==> src/rtl/apb_pkg.sv <==
// Shared APB types: FSM state encoding and request/response records at the default widths.
package apb_pkg;

    localparam int APB_ADDR_W = 32;
    localparam int APB_DATA_W = 32;
    localparam int APB_STRB_W = APB_DATA_W / 8;
    localparam int APB_WAIT_W = 8;

    typedef logic [APB_ADDR_W-1:0] apb_addr_t;
    typedef logic [APB_DATA_W-1:0] apb_data_t;
    typedef logic [APB_STRB_W-1:0] apb_strb_t;
    typedef logic [APB_WAIT_W-1:0] apb_wait_t;

    typedef enum logic [1:0] {
        IDLE   = 2'd0,
        SETUP  = 2'd1,
        ACCESS = 2'd2
    } apb_state_e;

    typedef struct packed {
        logic      write;
        apb_addr_t addr;
        apb_data_t wdata;
        apb_strb_t strb;
    } apb_req_t;

    // "wait" is a reserved word, hence wait_cnt.
    typedef struct packed {
        apb_data_t rdata;
        logic      err;
        apb_wait_t wait_cnt;
    } apb_rsp_t;

endpackage

==> src/rtl/apb_if.sv <==
// APB bus bundle; signal suffixes follow the slave's point of view.
interface apb_if #(
    parameter int ADDR_WIDTH = 32,
    parameter int DATA_WIDTH = 32
) (
    input logic pclk_i,
    input logic preset_ni
);

    logic [ADDR_WIDTH-1:0]   paddr_i;
    logic                    psel_i;
    logic                    penable_i;
    logic                    pwrite_i;
    logic [DATA_WIDTH-1:0]   pwdata_i;
    logic [DATA_WIDTH/8-1:0] pstrb_i;
    logic [DATA_WIDTH-1:0]   prdata_o;
    logic                    pready_o;
    logic                    pslverr_o;

    modport master (
        input  pclk_i, preset_ni, prdata_o, pready_o, pslverr_o,
        output paddr_i, psel_i, penable_i, pwrite_i, pwdata_i, pstrb_i
    );

    modport slave (
        input  pclk_i, preset_ni, paddr_i, psel_i, penable_i, pwrite_i, pwdata_i, pstrb_i,
        output prdata_o, pready_o, pslverr_o
    );

endinterface

==> src/rtl/apb_master.sv <==
// APB initiator: one request at a time through SETUP/ACCESS, completion held in a one-entry response register.
module apb_master
    import apb_pkg::*;
#(
    parameter int ADDR_WIDTH     = 32,
    parameter int DATA_WIDTH     = 32,
    parameter int WAIT_CNT_WIDTH = 8
) (
    apb_if.master                   apb,
    input  logic                    req_valid_i,
    output logic                    req_ready_o,
    input  logic                    req_write_i,
    input  logic [ADDR_WIDTH-1:0]   req_addr_i,
    input  logic [DATA_WIDTH-1:0]   req_wdata_i,
    input  logic [DATA_WIDTH/8-1:0] req_strb_i,
    output logic                    rsp_valid_o,
    input  logic                    rsp_ready_i,
    output logic [DATA_WIDTH-1:0]   rsp_rdata_o,
    output logic                    rsp_err_o,
    output logic [WAIT_CNT_WIDTH-1:0] rsp_wait_o,
    output logic                    busy_o,
    output logic [1:0]              dbg_state_o
);

    localparam logic [1:0] ST_IDLE   = IDLE;
    localparam logic [1:0] ST_SETUP  = SETUP;
    localparam logic [1:0] ST_ACCESS = ACCESS;

    logic [1:0]                state;
    logic                      write_q;
    logic [ADDR_WIDTH-1:0]     addr_q;
    logic [DATA_WIDTH-1:0]     wdata_q;
    logic [DATA_WIDTH/8-1:0]   strb_q;
    logic [WAIT_CNT_WIDTH-1:0] wait_q;

    // Handshake: a request transfers on a clock edge where req_valid_i && req_ready_o;
    // a response transfers where rsp_valid_o && rsp_ready_i. Neither valid may depend on its ready.
    assign req_ready_o = (state == ST_IDLE) && (!rsp_valid_o || rsp_ready_i);
    assign busy_o      = (state != ST_IDLE);
    assign dbg_state_o = state;

    assign apb.psel_i    = (state != ST_IDLE);
    assign apb.penable_i = (state == ST_ACCESS);
    assign apb.pwrite_i  = write_q;
    assign apb.paddr_i   = addr_q;
    assign apb.pwdata_i  = wdata_q;
    assign apb.pstrb_i   = strb_q;

    always_ff @(posedge apb.pclk_i) begin
        if (!apb.preset_ni) begin
            state       <= ST_IDLE;
            write_q     <= 1'b0;
            addr_q      <= '0;
            wdata_q     <= '0;
            strb_q      <= '0;
            wait_q      <= '0;
            rsp_valid_o <= 1'b0;
            rsp_rdata_o <= '0;
            rsp_err_o   <= 1'b0;
            rsp_wait_o  <= '0;
        end else begin
            // A capture below overrides this clear in the same cycle.
            if (rsp_valid_o && rsp_ready_i) begin
                rsp_valid_o <= 1'b0;
            end
            case (state)
                ST_IDLE: begin
                    if (req_valid_i && req_ready_o) begin
                        state   <= ST_SETUP;
                        write_q <= req_write_i;
                        addr_q  <= req_addr_i;
                        wdata_q <= req_wdata_i;
                        strb_q  <= req_write_i ? req_strb_i : '0;
                        wait_q  <= '0;
                    end
                end
                ST_SETUP: begin
                    state <= ST_ACCESS;
                end
                ST_ACCESS: begin
                    if (apb.pready_o) begin
                        state       <= ST_IDLE;
                        rsp_valid_o <= 1'b1;
                        rsp_rdata_o <= write_q ? '0 : apb.prdata_o;
                        rsp_err_o   <= apb.pslverr_o;
                        rsp_wait_o  <= wait_q;
                    end else if (wait_q != '1) begin
                        wait_q <= wait_q + 1'b1;
                    end
                end
                default: begin
                    state <= ST_IDLE;
                end
            endcase
        end
    end

endmodule

==> src/flat_wrapper.sv <==
// flat-port wrapper written by rule: the top's interface ports become plain ports
module apb_master_flat import apb_pkg::*;
#(
    parameter int ADDR_WIDTH     = 32,
    parameter int DATA_WIDTH     = 32,
    parameter int WAIT_CNT_WIDTH = 8
)
  (req_valid_i, req_ready_o, req_write_i, req_addr_i, req_wdata_i, req_strb_i, rsp_valid_o, rsp_ready_i, rsp_rdata_o, rsp_err_o, rsp_wait_o, busy_o, dbg_state_o, pclk_i, preset_ni, apb_prdata_o, apb_pready_o, apb_pslverr_o, apb_paddr_i, apb_psel_i, apb_penable_i, apb_pwrite_i, apb_pwdata_i, apb_pstrb_i);
  apb_if #(.ADDR_WIDTH(ADDR_WIDTH), .DATA_WIDTH(DATA_WIDTH)) apb_i (.pclk_i(pclk_i), .preset_ni(preset_ni));
  input  logic req_valid_i;
  output logic req_ready_o;
  input  logic req_write_i;
  input  logic [ADDR_WIDTH-1:0] req_addr_i;
  input  logic [DATA_WIDTH-1:0] req_wdata_i;
  input  logic [DATA_WIDTH/8-1:0] req_strb_i;
  output logic rsp_valid_o;
  input  logic rsp_ready_i;
  output logic [DATA_WIDTH-1:0] rsp_rdata_o;
  output logic rsp_err_o;
  output logic [WAIT_CNT_WIDTH-1:0] rsp_wait_o;
  output logic busy_o;
  output logic [1:0] dbg_state_o;
  input wire logic pclk_i;
  input wire logic preset_ni;
  input wire logic [$bits(apb_i.prdata_o)-1:0] apb_prdata_o;
  input wire logic [$bits(apb_i.pready_o)-1:0] apb_pready_o;
  input wire logic [$bits(apb_i.pslverr_o)-1:0] apb_pslverr_o;
  output wire logic [$bits(apb_i.paddr_i)-1:0] apb_paddr_i;
  output wire logic [$bits(apb_i.psel_i)-1:0] apb_psel_i;
  output wire logic [$bits(apb_i.penable_i)-1:0] apb_penable_i;
  output wire logic [$bits(apb_i.pwrite_i)-1:0] apb_pwrite_i;
  output wire logic [$bits(apb_i.pwdata_i)-1:0] apb_pwdata_i;
  output wire logic [$bits(apb_i.pstrb_i)-1:0] apb_pstrb_i;
  assign apb_i.prdata_o = apb_prdata_o;
  assign apb_i.pready_o = apb_pready_o;
  assign apb_i.pslverr_o = apb_pslverr_o;
  assign apb_paddr_i = apb_i.paddr_i;
  assign apb_psel_i = apb_i.psel_i;
  assign apb_penable_i = apb_i.penable_i;
  assign apb_pwrite_i = apb_i.pwrite_i;
  assign apb_pwdata_i = apb_i.pwdata_i;
  assign apb_pstrb_i = apb_i.pstrb_i;
  apb_master #(.ADDR_WIDTH(ADDR_WIDTH), .DATA_WIDTH(DATA_WIDTH), .WAIT_CNT_WIDTH(WAIT_CNT_WIDTH)) u_core (.apb(apb_i), .req_valid_i(req_valid_i), .req_ready_o(req_ready_o), .req_write_i(req_write_i), .req_addr_i(req_addr_i), .req_wdata_i(req_wdata_i), .req_strb_i(req_strb_i), .rsp_valid_o(rsp_valid_o), .rsp_ready_i(rsp_ready_i), .rsp_rdata_o(rsp_rdata_o), .rsp_err_o(rsp_err_o), .rsp_wait_o(rsp_wait_o), .busy_o(busy_o), .dbg_state_o(dbg_state_o));
endmodule
==> config.mk <==
export PLATFORM = sky130hd
export DESIGN_NAME = apb_master_flat
export DESIGN_NICKNAME = d
export VERILOG_FILES = /design/src/rtl/apb_pkg.sv /design/src/rtl/apb_if.sv /design/src/rtl/apb_master.sv /design/src/flat_wrapper.sv
export SDC_FILE = /design/constraint.sdc
export NUM_CORES = 1
export LEC_CHECK = 0
export ABC_AREA = 0
export CORE_MARGIN = 2
export CORE_UTILIZATION = 40
export DETAILED_ROUTE_END_ITERATION = 8
export GPL_TIMING_DRIVEN = 0
export PLACE_DENSITY = 0.8
export SLEW_MARGIN = 20
export SYNTH_ARGS = -nofsm -noshare
export SYNTH_HDL_FRONTEND = slang
export SYNTH_SLANG_ARGS = --single-unit
==> constraint.sdc <==
create_clock -name pclk_i -period 2.2 [get_ports pclk_i]
set_clock_uncertainty 0.15 [all_clocks]
set_input_delay 0.44 -clock pclk_i [delete_from_list [all_inputs] [get_ports pclk_i]]
set_output_delay 0.44 -clock pclk_i [all_outputs]
set_load 0.01 [all_outputs]
==> impl_metrics.toml <==
[run_status]
status = "completed"

[synth]
yosysUniqueCellTypes = 31
synth_edf_count = 0
ys_seq_area_frac = 0.544
yosys_warnings = 0
avgSynthCellArea_um2 = 8.04
synth-seq-cells = 121
async_flop_share = 0
syn_inst = 554
netlist_area_mm2 = 0.00446
synth_flop_cell = "dfxtp_1"
syn-num-nets = 662

[worst_setup_path]
critical_path.slowest_cell = "clkdlybuf4s50_1"
critPathLaunchType = "register"
cp.arrival_ns = 1.54
crit_type = "reg -> out"
max_stage_delay_ns = 0.59
crit_chain = "clkdlybuf4s50_1"
cp_num_buf_inv = 1
cpLargestDelayFamily = "buffers and inverters"
worstPathRequired_ns = 1.61
cp-end-kind = "primary output"
worstPathMaxFanout = 7

[die]
die_x_um = 110
rows = 38
start_util = 0.411
die_area_mm2 = 0.0120
core-area_mm2 = 0.0108
ios = 224
die_h_um = 110

[clock_network]
cts-hold-fix-buffers = 0
tritoncts = "built"
insertion_delay_ns = 0.51
cts_inserted_buffers = 17
clockBufferDepth = 2
htree_levels = 4
clk_pin_slew_ns = 0.05
cts_root_buf = "clkbuf_8"
cts_sinks = 121

[detailed_routing]
routedWlPerCell_um = 15.3
routed_wl_um = 14600
drc = 0
via_per_inst = 5.04
vias = 4781
drt_iter0_markers = 240
drt_first_pass_iters = 5
postRouteAntennaNets = 0

[power_and_ir_drop]
combPwrFrac = 0.128
p_sw_w = 0.00133
swShare = 0.218
p_leak_nw = 2.72
p_int_w = 0.00476
p_seq_frac = 0.385
ir_worst_vdd_mv = 0.454
power.density_mw_per_mm2 = 810
total_power_w = 0.00609
clkPwrFrac = 0.486

[timing]
setup_viol = 0
worstMarginPinSlew_ns = 0.549
max_slew_margin = 0.634
slew_violations = 0
fin_crit_sh = 0.968
hold_viol_final = 0
fmax_ghz = 0.470
rsz0062_at_grt = "no"
post-route-min-period_ns = 2.13
setup_slack_ns = 0.0712

[hold_path]
hp-class = "in -> reg"

[cells_and_area]
area_growth_pct = 68.6
final_cell_mix = "218 x clkdlybuf4s50_1, 188 x nand2_1, 119 x dfxtp_1, 115 x a21oi_1, 38 x clkbuf_1"
diodes = 0
drive_above_1_share = 0.0569
nets = 904
final_common_cell = "clkdlybuf4s50_1"

[global_routing]
grt_pass1_wl_um = 22400
grt_pass1_vias = 4691
grt_max_degree = 17
antenna_found_initial = 0
grt.total_usage = 0.241
gr-total-overflow = 0

[run]
drv_cap = 0

[placed_design]
portBuffers = 222
post-place-ws_ns = -0.506
gp_congestion = 0.796
dp_hpwl_um = 10800
[path summary, 6_finish.rpt]
kind         cells after the start                endpoint  slack, ns                    from
max                              1            apb_pwrite_i       0.07     u_core.apb.pwrite_i
min reg2reg                      2  u_core.apb.pwdata_i[3]       0.30  u_core.apb.pwdata_i[3]
min                              2        u_core.wait_q[4]       0.19               preset_ni
max reg2reg                      5        u_core.wait_q[5]       0.13        u_core.wait_q[0]
[cells by family (layout without fill, tap and decap cells)]
group | Yosys count | after routing | synth area share
and+or+nand+nor | 258 | 258 | 0.262
adders and majority gates | 1 | 1 | 0.00281
AOI/OAI and AO/OA | 125 | 125 | 0.146
buffers and inverters | 49 | 304 | 0.0458
DFF | 121 | 121 | 0.544
[Yosys cell counts (all sizes together) (2+ instances only)]
master / instances / area share
clkbuf: 35 / 0.029
nand3: 16 / 0.018
nand2b: 2 / 0.0028
nor3: 2 / 0.0022
and3: 2 / 0.0039
inv: 5 / 0.0042
nor2: 4 / 0.0034
nand4: 4 / 0.0056
dfxtp: 121 / 0.54
and2: 2 / 0.0028
nand4b: 2 / 0.0039
buf: 9 / 0.012
nand2: 188 / 0.16
a31oi: 3 / 0.0042
a21oi: 115 / 0.13
nand3b: 32 / 0.054
or4: 2 / 0.0034
[registers in the layout, indices dropped and copies added (netlist names)]
register / cells
u_core.rsp_rdata_o: 32
u_core.apb.pstrb_i: 4
u_core.apb.pwdata_i: 32
u_core.dbg_state_o: 2
u_core.rsp_valid_o: 1
u_core.apb.pwrite_i: 1
u_core.wait_q: 8
u_core.apb.paddr_i: 32
u_core.rsp_wait_o: 8
u_core.rsp_err_o: 1
[layer usage]
layer	share of wire	vias up	wire (um)	global-route usage
met1	0.38	2200	5500	0.258
met5	0	-	0	0
met3	0.10	26	1470	0.0907
met2	0.50	218	7290	0.423
li1	-	2337	-	-
met4	0.020	0	286	0.105
[timing repair]
action,4_1_cts,5_1_grt
buffers inserted,1,0
gates resized for setup,9,3
setup endpoints to repair,4,2
[area by class of cell]
cell class	count	area, um^2
Fill cell	880	3330
Sequential cell	121	2420
Timing Repair Buffer	223	2230
Multi-Input combinational cell	384	1840
Clock buffer	24	470
Buffer	44	186
Tap cell	140	175
Clock inverter	8	165
Inverter	5	18.8
[power by group through the flow]
stage	clock network, W	logic [W]	registers (W)
3_3_place_gp	0	0.000766	0.00238
5_1_grt	0.00312	0.000849	0.00236
2_1_floorplan	0	0.000250	0.00243
4_1_cts	0.00301	0.000786	0.00235
6_report	0.00296	0.000780	0.00235
3_5_place_dp	0	0.000781	0.00239
[through the flow]
| stage | TNS, ns | utilization | area (um^2) | hold WS (ns) | std cells |
|---|---|---|---|---|---|
| floorplan | 0 | - | 4460 | 0.304 | 554 |
| global route | 0 | 0.693 | 7510 | 0.171 | 949 |
| CTS | 0 | 0.693 | 7510 | 0.147 | 949 |
| global placement | -20.30 | 0.632 | 6850 | 0.288 | 916 |
| finish | 0 | 0.693 | 7510 | 0.187 | 949 |
| detailed placement | -20.85 | 0.632 | 6850 | 0.296 | 916 |
No activity file was read; power rests on OpenSTA's default activity.
